==> src/rtl/alu_pkg.sv <==
// Shared encodings for the execute unit: ALUop classes, R-type funct codes,
// the mul/div iteration state enum and the decoded operation enum.
// The signed mul/div extension is enabled with ALU_SIGNED_MULDIV_EN.
package alu_pkg;

   localparam logic [2:0] ALUOP_ADD   = 3'b000;
   localparam logic [2:0] ALUOP_SUB   = 3'b001;
   localparam logic [2:0] ALUOP_RTYPE = 3'b010;
   localparam logic [2:0] ALUOP_AND   = 3'b011;
   localparam logic [2:0] ALUOP_SLT   = 3'b100;
   localparam logic [2:0] ALUOP_OR    = 3'b101;
   localparam logic [2:0] ALUOP_LUI   = 3'b110;
   localparam logic [2:0] ALUOP_ILL   = 3'b111;

   localparam logic [5:0] FN_SLL   = 6'b000000;
   localparam logic [5:0] FN_SRL   = 6'b000010;
   localparam logic [5:0] FN_MFHI  = 6'b010000;
   localparam logic [5:0] FN_MFLO  = 6'b010010;
   localparam logic [5:0] FN_MULT  = 6'b011000;
   localparam logic [5:0] FN_MULTU = 6'b011001;
   localparam logic [5:0] FN_DIV   = 6'b011010;
   localparam logic [5:0] FN_DIVU  = 6'b011011;
   localparam logic [5:0] FN_ADD   = 6'b100000;
   localparam logic [5:0] FN_SUB   = 6'b100010;
   localparam logic [5:0] FN_AND   = 6'b100100;
   localparam logic [5:0] FN_OR    = 6'b100101;
   localparam logic [5:0] FN_NOR   = 6'b100111;
   localparam logic [5:0] FN_SLT   = 6'b101010;
   localparam logic [5:0] FN_SLTU  = 6'b101011;

   typedef enum logic [1:0] {
      ST_IDLE,
      ST_MUL,
      ST_DIV
`ifdef ALU_SIGNED_MULDIV_EN
      , ST_FIX
`endif
   } md_state_t;

   typedef enum logic [4:0] {
      OP_ADD, OP_SUB, OP_AND, OP_OR, OP_NOR, OP_SLT, OP_SLTU,
      OP_SLL, OP_SRL, OP_LUI, OP_MFHI, OP_MFLO,
      OP_MULTU, OP_DIVU, OP_MULT, OP_DIV, OP_ILL
   } alu_op_t;

   function automatic logic is_muldiv(input alu_op_t op);
      return (op == OP_MULTU) || (op == OP_DIVU) || (op == OP_MULT) || (op == OP_DIV);
   endfunction

endpackage

==> src/rtl/alu_muldiv_iter.sv <==
// Iterative multiply/divide engine owning HI/LO. One bit per cycle:
// shift-add multiply and restoring divide. HI/LO double as the working
// registers, which is safe because nothing can read them while busy.
// With ALU_SIGNED_MULDIV_EN the engine also handles signed operands by
// iterating on magnitudes and fixing signs in one extra cycle.
//
// state   | meaning
// ST_IDLE | waiting for start, HI/LO hold last result
// ST_MUL  | shift-add step, counter counting down to 0
// ST_DIV  | restoring-divide step, counter counting down to 0
// ST_FIX  | (signed build) apply result signs, then finish
module alu_muldiv_iter
   import alu_pkg::*;
#(
   parameter int WIDTH = 32,
   parameter int CNT_W = $clog2(WIDTH) + 1
) (
   input  logic             i_clk,
   input  logic             i_rst,
   input  logic             i_start,
   input  logic             i_div,
`ifdef ALU_SIGNED_MULDIV_EN
   input  logic             i_signed,
`endif
   input  logic [WIDTH-1:0] i_a,
   input  logic [WIDTH-1:0] i_b,
   output logic             o_busy,
   output logic             o_fin,
   output logic [WIDTH-1:0] o_lo_fin,
   output logic [WIDTH-1:0] o_hi,
   output logic [WIDTH-1:0] o_lo
);

   md_state_t        state;
   logic [CNT_W-1:0] cnt;
   logic [WIDTH-1:0] opnd;
   logic [WIDTH-1:0] hi;
   logic [WIDTH-1:0] lo;

   logic [WIDTH:0]   mul_sum;
   logic [WIDTH:0]   div_sh;
   logic [WIDTH:0]   div_diff;
   logic             div_ok;
   logic [WIDTH-1:0] step_hi;
   logic [WIDTH-1:0] step_lo;
   logic             last;

`ifdef ALU_SIGNED_MULDIV_EN
   logic             fix_en;
   logic             was_div;
   logic             neg_q;
   logic             neg_r;
   logic [WIDTH-1:0] fix_hi;
   logic [WIDTH-1:0] fix_lo;
   logic [2*WIDTH-1:0] prod_neg;
   logic             use_mag;
   logic [WIDTH-1:0] mag_a;
   logic [WIDTH-1:0] mag_b;
   logic [WIDTH-1:0] ld_a;
   logic [WIDTH-1:0] ld_b;
`endif

   // One iteration of whichever operation is running
   always_comb begin
      mul_sum  = {1'b0, hi} + (lo[0] ? {1'b0, opnd} : '0);
      div_sh   = {hi, lo[WIDTH-1]};
      div_diff = div_sh - {1'b0, opnd};
      div_ok   = ~div_diff[WIDTH];
      if (state == ST_DIV) begin
         step_hi = div_ok ? div_diff[WIDTH-1:0] : div_sh[WIDTH-1:0];
         step_lo = {lo[WIDTH-2:0], div_ok};
      end else begin
         step_hi = mul_sum[WIDTH:1];
         step_lo = {mul_sum[0], lo[WIDTH-1:1]};
      end
      last = ((state == ST_MUL) || (state == ST_DIV)) && (cnt == CNT_W'(1));
   end

`ifdef ALU_SIGNED_MULDIV_EN
   // Operand magnitudes on entry and sign fix-up of the final result;
   // a zero divisor runs unsigned on the raw operands
   always_comb begin
      mag_a    = i_a[WIDTH-1] ? -i_a : i_a;
      mag_b    = i_b[WIDTH-1] ? -i_b : i_b;
      use_mag  = i_signed && !(i_div && (i_b == '0));
      ld_a     = use_mag ? mag_a : i_a;
      ld_b     = use_mag ? mag_b : i_b;
      prod_neg = -{hi, lo};
      fix_hi   = hi;
      fix_lo   = lo;
      if (was_div) begin
         if (neg_q) fix_lo = -lo;
         if (neg_r) fix_hi = -hi;
      end else if (neg_q) begin
         {fix_hi, fix_lo} = prod_neg;
      end
   end

   assign o_fin    = (last && !fix_en) || (state == ST_FIX);
   assign o_lo_fin = (state == ST_FIX) ? fix_lo : step_lo;
`else
   assign o_fin    = last;
   assign o_lo_fin = step_lo;
`endif

   assign o_busy = (state != ST_IDLE);
   assign o_hi   = hi;
   assign o_lo   = lo;

   // Iteration FSM: load on start, step per cycle, finish at counter 0
   always_ff @(posedge i_clk) begin
      if (i_rst) begin
         state <= ST_IDLE;
         cnt   <= '0;
         opnd  <= '0;
         hi    <= '0;
         lo    <= '0;
`ifdef ALU_SIGNED_MULDIV_EN
         fix_en  <= 1'b0;
         was_div <= 1'b0;
         neg_q   <= 1'b0;
         neg_r   <= 1'b0;
`endif
      end else begin
         case (state)
            ST_IDLE: begin
               if (i_start) begin
                  cnt   <= CNT_W'(WIDTH);
                  hi    <= '0;
                  state <= i_div ? ST_DIV : ST_MUL;
`ifdef ALU_SIGNED_MULDIV_EN
                  lo      <= i_div ? ld_a : ld_b;
                  opnd    <= i_div ? ld_b : ld_a;
                  fix_en  <= i_signed;
                  was_div <= i_div;
                  neg_q   <= use_mag && (i_a[WIDTH-1] ^ i_b[WIDTH-1]);
                  neg_r   <= use_mag && i_div && i_a[WIDTH-1];
`else
                  lo    <= i_div ? i_a : i_b;
                  opnd  <= i_div ? i_b : i_a;
`endif
               end
            end
            ST_MUL, ST_DIV: begin
               hi  <= step_hi;
               lo  <= step_lo;
               cnt <= cnt - CNT_W'(1);
               if (last) begin
`ifdef ALU_SIGNED_MULDIV_EN
                  state <= fix_en ? ST_FIX : ST_IDLE;
`else
                  state <= ST_IDLE;
`endif
               end
            end
`ifdef ALU_SIGNED_MULDIV_EN
            ST_FIX: begin
               hi    <= fix_hi;
               lo    <= fix_lo;
               state <= ST_IDLE;
            end
`endif
            default: state <= ST_IDLE;
         endcase
      end
   end

endmodule

==> src/rtl/alu_exec_unit.sv <==
// Sequential execute unit: ALUop/funct decode, single-cycle ALU with
// registered result/zero/done/illegal, and the iterative mul/div engine.
// Define ALU_SIGNED_MULDIV_EN to add signed mult/div.
module alu_exec_unit
   import alu_pkg::*;
#(
   parameter int WIDTH = 32,
   parameter int CNT_W = $clog2(WIDTH) + 1
) (
   input  logic             i_clk,
   input  logic             i_rst,
   input  logic             i_valid,
   output logic             o_ready,
   input  logic [2:0]       i_ALUop,
   input  logic [5:0]       i_funct,
   input  logic [4:0]       i_shamt,
   input  logic [WIDTH-1:0] i_a,
   input  logic [WIDTH-1:0] i_b,
   output logic [WIDTH-1:0] o_result,
   output logic             o_zero,
   output logic             o_done,
   output logic             o_illegal,
   output logic             o_busy
);

   localparam int SH_W = CNT_W - 1;

   alu_op_t          op;
   logic [WIDTH-1:0] alu_res;
   logic [SH_W-1:0]  sh_amt;
   logic             accept;
   logic             md_start;
   logic             md_div;
   logic             md_busy;
   logic             md_fin;
   logic [WIDTH-1:0] md_lo_fin;
   logic [WIDTH-1:0] md_hi;
   logic [WIDTH-1:0] md_lo;

   assign sh_amt   = SH_W'(i_shamt);
   assign o_ready  = ~md_busy;
   assign o_busy   = md_busy;
   assign accept   = i_valid && o_ready;
   assign md_start = accept && is_muldiv(op);
   assign md_div   = (op == OP_DIVU) || (op == OP_DIV);

   // Decode ALUop class and R-type funct into one operation
   always_comb begin
      op = OP_ILL;
      case (i_ALUop)
         ALUOP_ADD: op = OP_ADD;
         ALUOP_SUB: op = OP_SUB;
         ALUOP_AND: op = OP_AND;
         ALUOP_SLT: op = OP_SLT;
         ALUOP_OR:  op = OP_OR;
         ALUOP_LUI: op = OP_LUI;
         ALUOP_RTYPE: begin
            case (i_funct)
               FN_ADD:   op = OP_ADD;
               FN_SUB:   op = OP_SUB;
               FN_AND:   op = OP_AND;
               FN_OR:    op = OP_OR;
               FN_NOR:   op = OP_NOR;
               FN_SLT:   op = OP_SLT;
               FN_SLTU:  op = OP_SLTU;
               FN_SLL:   op = OP_SLL;
               FN_SRL:   op = OP_SRL;
               FN_MFHI:  op = OP_MFHI;
               FN_MFLO:  op = OP_MFLO;
               FN_MULTU: op = OP_MULTU;
               FN_DIVU:  op = OP_DIVU;
`ifdef ALU_SIGNED_MULDIV_EN
               FN_MULT:  op = OP_MULT;
               FN_DIV:   op = OP_DIV;
`endif
               default:  op = OP_ILL;
            endcase
         end
         default: op = OP_ILL;
      endcase
   end

   // Single-cycle ALU; illegal and mul/div ops produce zero here
   always_comb begin
      alu_res = '0;
      case (op)
         OP_ADD:  alu_res = i_a + i_b;
         OP_SUB:  alu_res = i_a - i_b;
         OP_AND:  alu_res = i_a & i_b;
         OP_OR:   alu_res = i_a | i_b;
         OP_NOR:  alu_res = ~(i_a | i_b);
         OP_SLT:  alu_res = {{(WIDTH-1){1'b0}}, ($signed(i_a) < $signed(i_b))};
         OP_SLTU: alu_res = {{(WIDTH-1){1'b0}}, (i_a < i_b)};
         OP_SLL:  alu_res = i_b << sh_amt;
         OP_SRL:  alu_res = i_b >> sh_amt;
         OP_LUI:  alu_res = i_b << 16;
         OP_MFHI: alu_res = md_hi;
         OP_MFLO: alu_res = md_lo;
         default: alu_res = '0;
      endcase
   end

   alu_muldiv_iter #(
      .WIDTH (WIDTH),
      .CNT_W (CNT_W)
   ) u_muldiv (
      .i_clk    (i_clk),
      .i_rst    (i_rst),
      .i_start  (md_start),
      .i_div    (md_div),
`ifdef ALU_SIGNED_MULDIV_EN
      .i_signed ((op == OP_MULT) || (op == OP_DIV)),
`endif
      .i_a      (i_a),
      .i_b      (i_b),
      .o_busy   (md_busy),
      .o_fin    (md_fin),
      .o_lo_fin (md_lo_fin),
      .o_hi     (md_hi),
      .o_lo     (md_lo)
   );

   // Output registers: result/zero hold between ops, done/illegal pulse
   always_ff @(posedge i_clk) begin
      if (i_rst) begin
         o_result  <= '0;
         o_zero    <= 1'b1;
         o_done    <= 1'b0;
         o_illegal <= 1'b0;
      end else begin
         o_done    <= 1'b0;
         o_illegal <= 1'b0;
         if (md_fin) begin
            o_result <= md_lo_fin;
            o_zero   <= (md_lo_fin == '0);
            o_done   <= 1'b1;
         end else if (accept && !is_muldiv(op)) begin
            o_result  <= alu_res;
            o_zero    <= (alu_res == '0);
            o_done    <= 1'b1;
            o_illegal <= (op == OP_ILL);
         end
      end
   end

endmodule

==> config.mk <==
export PLATFORM = sky130hd
export DESIGN_NAME = alu_exec_unit
export DESIGN_NICKNAME = d
export VERILOG_FILES = /design/src/rtl/alu_pkg.sv /design/src/rtl/alu_muldiv_iter.sv /design/src/rtl/alu_exec_unit.sv
export SDC_FILE = /design/constraint.sdc
export NUM_CORES = 1
export LEC_CHECK = 0
export ABC_AREA = 1
export CAP_MARGIN = 30
export CORE_ASPECT_RATIO = 2
export CORE_UTILIZATION = 45
export CTS_BUF_LIST = sky130_fd_sc_hd__clkbuf_16
export CTS_CLUSTER_DIAMETER = 80
export DETAILED_ROUTE_END_ITERATION = 16
export PLACE_DENSITY = 0.67
export SYNTH_ARGS = -nofsm -noshare
export SYNTH_HDL_FRONTEND = slang
export SYNTH_SLANG_ARGS = --single-unit
==> constraint.sdc <==
create_clock -name i_clk -period 3 [get_ports i_clk]
set_input_delay 0.45 -clock i_clk [delete_from_list [all_inputs] [get_ports i_clk]]
set_output_delay 0.45 -clock i_clk [all_outputs]
set_load 0.05 [all_outputs]
==> impl_metrics.py, run 1 <==
metrics = {
    "outcome": {
        "status": "stopped before the end",
        "lastStage": "5_1_grt",
        "tool.error": "[ERROR GRT-0116] Global routing finished with congestion. Check the congestion regions in the DRC Viewer.",
    },
    "global_route": {
        "grt_pass1_vias": 37800,
        "grt_first_pass_wirelength_um": 270000,
        "grt_max_degree": 82,
        "grt_usage_pct": 72.7,
        "grt_remaining_overflow": 288,
    },
    "clock_network": {
        "root_buffer": "clkbuf_16",
        "cts_buffers": 25,
        "clk_path_buf_depth": 3,
        "cts.htree.levels": 4,
        "hold_buffers": 0,
        "cts.sinks": 139,
    },
    "yosys": {
        "synth_cell_types": 54,
        "synth.most_common_cell": "nand2_1",
        "synthTopCellsByCount": "nand2_1, inv_1, nand3_1, nor2_1, a21oi_1",
        "ys_seq_area_share_pct": 12.9,
        "synth-edff-count": 0,
        "synth_top_area_share_pct": 21.6,
        "synth-seq-cells": 139,
        "synth_flop_cell": "dfxtp_1",
        "syn_inst": 4006,
        "async_flop_share_pct": 0,
        "syn_avg_cell_area_um2": 5.40,
        "yosys-top-cells-area": "nand2_1, dfxtp_1, ha_1",
        "synth_fp_nets": 4256,
        "ys_warn_count": 0,
        "yosysTopAreaCell": "nand2_1",
        "netlist_area_um2": 21600,
    },
    "placement": {
        "place_area_um2": 30200,
        "place.gp.congestion": 1.15,
        "dpl.hpwl_um": 113000,
        "io_buffers": 117,
    },
    "floorplan": {
        "fp.dieW_um": 157,
        "die_h_um": 312,
        "start_util_pct": 45.6,
        "rows": 113,
        "ios": 118,
    },
}
[what timing repair did]
action,CTS
pin swaps,93
setup buffers,40
setup endpoints to repair,58
gates resized for setup,444
hold endpoints to repair,0
[cell families after synthesis]
| kind of cell | after synthesis | synth area share (%) |
|---|---|---|
| AO/OA/AOI/OAI | 778 | 20.0 |
| XOR/XNOR | 68 | 2.75 |
| adder cells (fa/ha/maj) | 169 | 9.91 |
| buffers and inverters | 713 | 12.9 |
| flip-flops | 139 | 12.9 |
| multiplexers | 2 | 0.0925 |
| AND/OR/NAND/NOR | 2137 | 41.5 |
[through the flow]
stage,worst slack [ps],std cells,util (%)
floorplan,128,4006,-
global placement,-1680,5469,63.5
detailed placement,-1680,5469,63.5
CTS,-72.7,5541,68.2
[per-layer routing]
| layer | track usage [%] | GRT overflow |
|---|---|---|
| met2 | 93.7 | 173 |
| met1 | 72.6 | 1 |
| met3 | 51.5 | 6 |
| met4 | 76.1 | 108 |
| met5 | 4.15 | 0 |
==> run 2: changes to the inputs <==
- CORE_ASPECT_RATIO: 2 -> not set
- CORE_UTILIZATION: 45 -> 30
- CTS_BUF_LIST: sky130_fd_sc_hd__clkbuf_16 -> not set
- CTS_CLUSTER_DIAMETER: 80 -> not set
- PLACE_DENSITY: 0.67 -> not set
- PLACE_DENSITY_LB_ADDON: not set -> 0.15
- clock period: 3 -> 3.9 ns (I/O delays scaled with it)
==> impl_metrics.py, run 2 <==
metrics = {
    "global_route": {
        "grt_pass1_vias": 26100,
        "antenna_found_initial": 1,
        "grt_remaining_overflow": 0,
        "grt_first_pass_wirelength_um": 173000,
        "grt_max_degree": 82,
        "grt_usage_pct": 31.8,
    },
    "critical_path": {
        "cp_common_cell": "nand2_1",
        "critPathLaunch": "i_b[17]",
        "r2r-start": "u_muldiv.o_lo[31]$_SDFFE_PP0P_",
        "r2r_end": "o_zero$_SDFFE_PP1P_",
        "crit_required_ps": 4300,
        "reg2reg_depth": 20,
        "cp.arrival_ps": 4180,
        "rrSetupSlack_ps": 440,
        "worstPathCellList": "clkdlybuf4s50_1 -> inv_1 -> ha_1 -> inv_1 -> nand2_1 -> buf_4 -> nor2_2 -> a21oi_1 -> or2_2 -> nand3_1 -> nand2_1 -> nand3_1 -> nand2_1 -> nor2_1 -> buf_4 -> nand3_1 -> nor2_2 -> nand3_1 -> nor2_1 -> nand2_1 -> nand2_1 -> nand2_1 -> nand2_1",
        "cp-start-kind": "input pin",
        "max_stage_delay_ps": 610,
        "worstPathMaxFanout": 5,
        "cp-end-kind": "flop",
        "cpMaxStageDelayCell": "clkdlybuf4s50_1",
        "worstSetupPathType": "input pin to flop",
    },
    "floorplan": {
        "coreArea_um2": 71500,
        "die_area_um2": 73200,
        "fp.dieW_um": 271,
        "die_h_um": 271,
        "ios": 118,
        "rows": 98,
        "start_util_pct": 30.3,
    },
    "layout": {
        "area_growth_pct": 29.2,
        "post-route-util_pct": 39.1,
        "final_common_cell": "nand2_1",
        "fillers": 8087,
        "most-common-layout-cells": "nand2_1, inv_1, buf_4",
        "nets": 4705,
        "drive_above_1_share_pct": 14.0,
        "n_antenna_cell": 0,
    },
    "sta": {
        "fmax_mhz": 265,
        "setup-violations-final": 0,
        "max_slew_margin_pct": 41.9,
        "finalCritPeriodShare_pct": 96.8,
        "rsz0062_at_grt": "false",
        "min_period_ps": 3780,
        "drv_slew": 0,
        "whs_ps": 484,
        "worstMarginPinSlew_ps": 863,
        "clock_skew_ps": 15.9,
        "hold_viol": 0,
    },
    "yosys": {
        "synthTopCellsByCount": "nand2_1, inv_1, nand3_1, nor2_1, a21oi_1",
        "yosysTopAreaCell": "nand2_1",
        "netlist_area_um2": 21600,
        "syn_avg_cell_area_um2": 5.40,
        "async_flop_share_pct": 0,
        "synth.most_common_cell": "nand2_1",
        "ys_seq_area_share_pct": 12.9,
        "synth-seq-cells": 139,
        "syn_inst": 4006,
        "synth_top_area_share_pct": 21.6,
        "synth_flop_cell": "dfxtp_1",
        "synth_fp_nets": 4256,
        "synth-edff-count": 0,
        "synth_cell_types": 54,
        "ys_warn_count": 0,
        "yosys-top-cells-area": "nand2_1, dfxtp_1, ha_1",
    },
    "drt": {
        "drc": 0,
        "drt_iter0_markers": 3281,
        "vias": 28500,
        "drt-wirelength-per-cell_um": 22.1,
        "ant_nets": 0,
        "drt-total-wl_um": 120000,
        "via_per_inst": 5.25,
        "firstDrtPassIters": 6,
    },
    "clock_network": {
        "cts_tree": "done",
        "root_buffer": "clkbuf_16",
        "cts.sinks": 139,
        "hold_buffers": 0,
        "cts.htree.levels": 4,
        "clkLatencyLatePin_ps": 450,
        "path_clk_slew_ps": 70,
        "clk_path_buf_depth": 2,
        "cts_buffers": 17,
    },
    "flow_run": {
        "drv_cap": 0,
    },
    "pwr": {
        "power.internal_mw": 4.48,
        "p_sw_share_pct": 51.3,
        "clkPwrFrac_pct": 17.6,
        "pwr-share-comb_pct": 63.6,
        "p_sw_mw": 4.72,
        "ir_drop_mv": 0.393,
        "powerDensity_nw_per_um2": 329,
        "finalPower_mw": 9.20,
        "power_leakage_nw": 14.1,
        "p_seq_share_pct": 18.8,
    },
    "placement": {
        "place.gp.congestion": 1.07,
        "dpl.hpwl_um": 100000,
        "io_buffers": 117,
    },
    "min_path": {
        "whs_path_depth": 2,
        "hp-start": "u_muldiv.cnt[3]$_SDFFE_PP0P_",
        "hp-class": "flop to flop",
        "min_to": "u_muldiv.cnt[3]$_SDFFE_PP0P_",
    },
    "outcome": {
        "status": "finished, final reports clean",
    },
}
-- run 2: through the flow --
step	setup TNS (ps)	std cells	setup WS, ps	area (um2)
after global placement	-1650	5384	-468	27300
after global routing	0	5418	2.19	28000
after detailed placement	-1670	5384	-462	27300
final	0	5418	125	28000
after CTS	0	5416	67.3	27800
after floorplan	0	4006	1030	21600
-- run 2: power groups by stage --
| stage | clock [mW] | combinational [mW] | sequential, mW |
|---|---|---|---|
| after CTS | 1.64 | 5.70 | 1.72 |
| after floorplan | 0 | 2.99 | 1.93 |
| after global routing | 1.70 | 6.24 | 1.73 |
| after global placement | 0 | 5.68 | 1.75 |
| final | 1.62 | 5.85 | 1.73 |
| after detailed placement | 0 | 5.67 | 1.75 |
-- run 2: what timing repair did --
action | 4_1_cts | 5_1_grt
pin swaps | 0 | 4
cloned | 0 | 0
endpoints found under the setup margin | 1 | 3
resized for setup | 1 | 38
buffers inserted | 0 | 1
hold endpoints to repair | 0 | 0
-- run 2: cell type report --
cell class	count	area, um2	area share [%]
Multi-Input combinational cell	3154	16200	58.0
Timing Repair Buffer	620	5250	18.8
Sequential cell	139	2780	9.95
Inverter	523	1960	7.02
Tap cell	950	1190	4.25
Clock buffer	20	447	1.60
Clock inverter	12	114	0.407
-- run 2: logic make-up (layout without fill, tap and decap cells) --
logic type | after synthesis | in the layout | synth area share [%]
AO/OA/AOI/OAI | 778 | 778 | 20.0
XOR/XNOR | 68 | 68 | 2.75
adder cells (fa/ha/maj) | 169 | 169 | 9.91
buffers and inverters | 713 | 1175 | 12.9
flip-flops | 139 | 139 | 12.9
multiplexers | 2 | 2 | 0.0925
AND/OR/NAND/NOR | 2137 | 2137 | 41.5
-- run 2: how the worst max path moves through the flow --
stage,endpoint,slack (ps),cells past startpoint
finish,o_zero$_SDFFE_PP1P_,120,23
global route,o_zero$_SDFFE_PP1P_,2,25
CTS,o_zero$_SDFFE_PP1P_,70,25
detailed placement,o_zero$_SDFFE_PP1P_,-460,25
global placement,o_zero$_SDFFE_PP1P_,-470,25
floorplan,u_muldiv.o_hi[22]$_SDFFE_PP0P_,1030,18
-- run 2: worst max-delay path, delay by kind of cell --
family | cells | cell delay (ps)
AOI/OAI and AO/OA | 1 | 130
adders and majority gates | 1 | 390
buffers and inverters | 5 | 1230
and+or+nand+nor | 16 | 1830
-- run 2: metal layers --
| layer | vias up | global-route usage [%] | share of wire [%] |
|---|---|---|---|
| li1 | 14000 | - | - |
| met1 | 13100 | 44.7 | 45 |
| met2 | 1239 | 45.3 | 40 |
| met3 | 173 | 6.87 | 9.4 |
| met4 | 0 | 15.0 | 5.3 |
| met5 | - | 0 | 0 |
No activity file was read; power rests on OpenSTA's default activity.
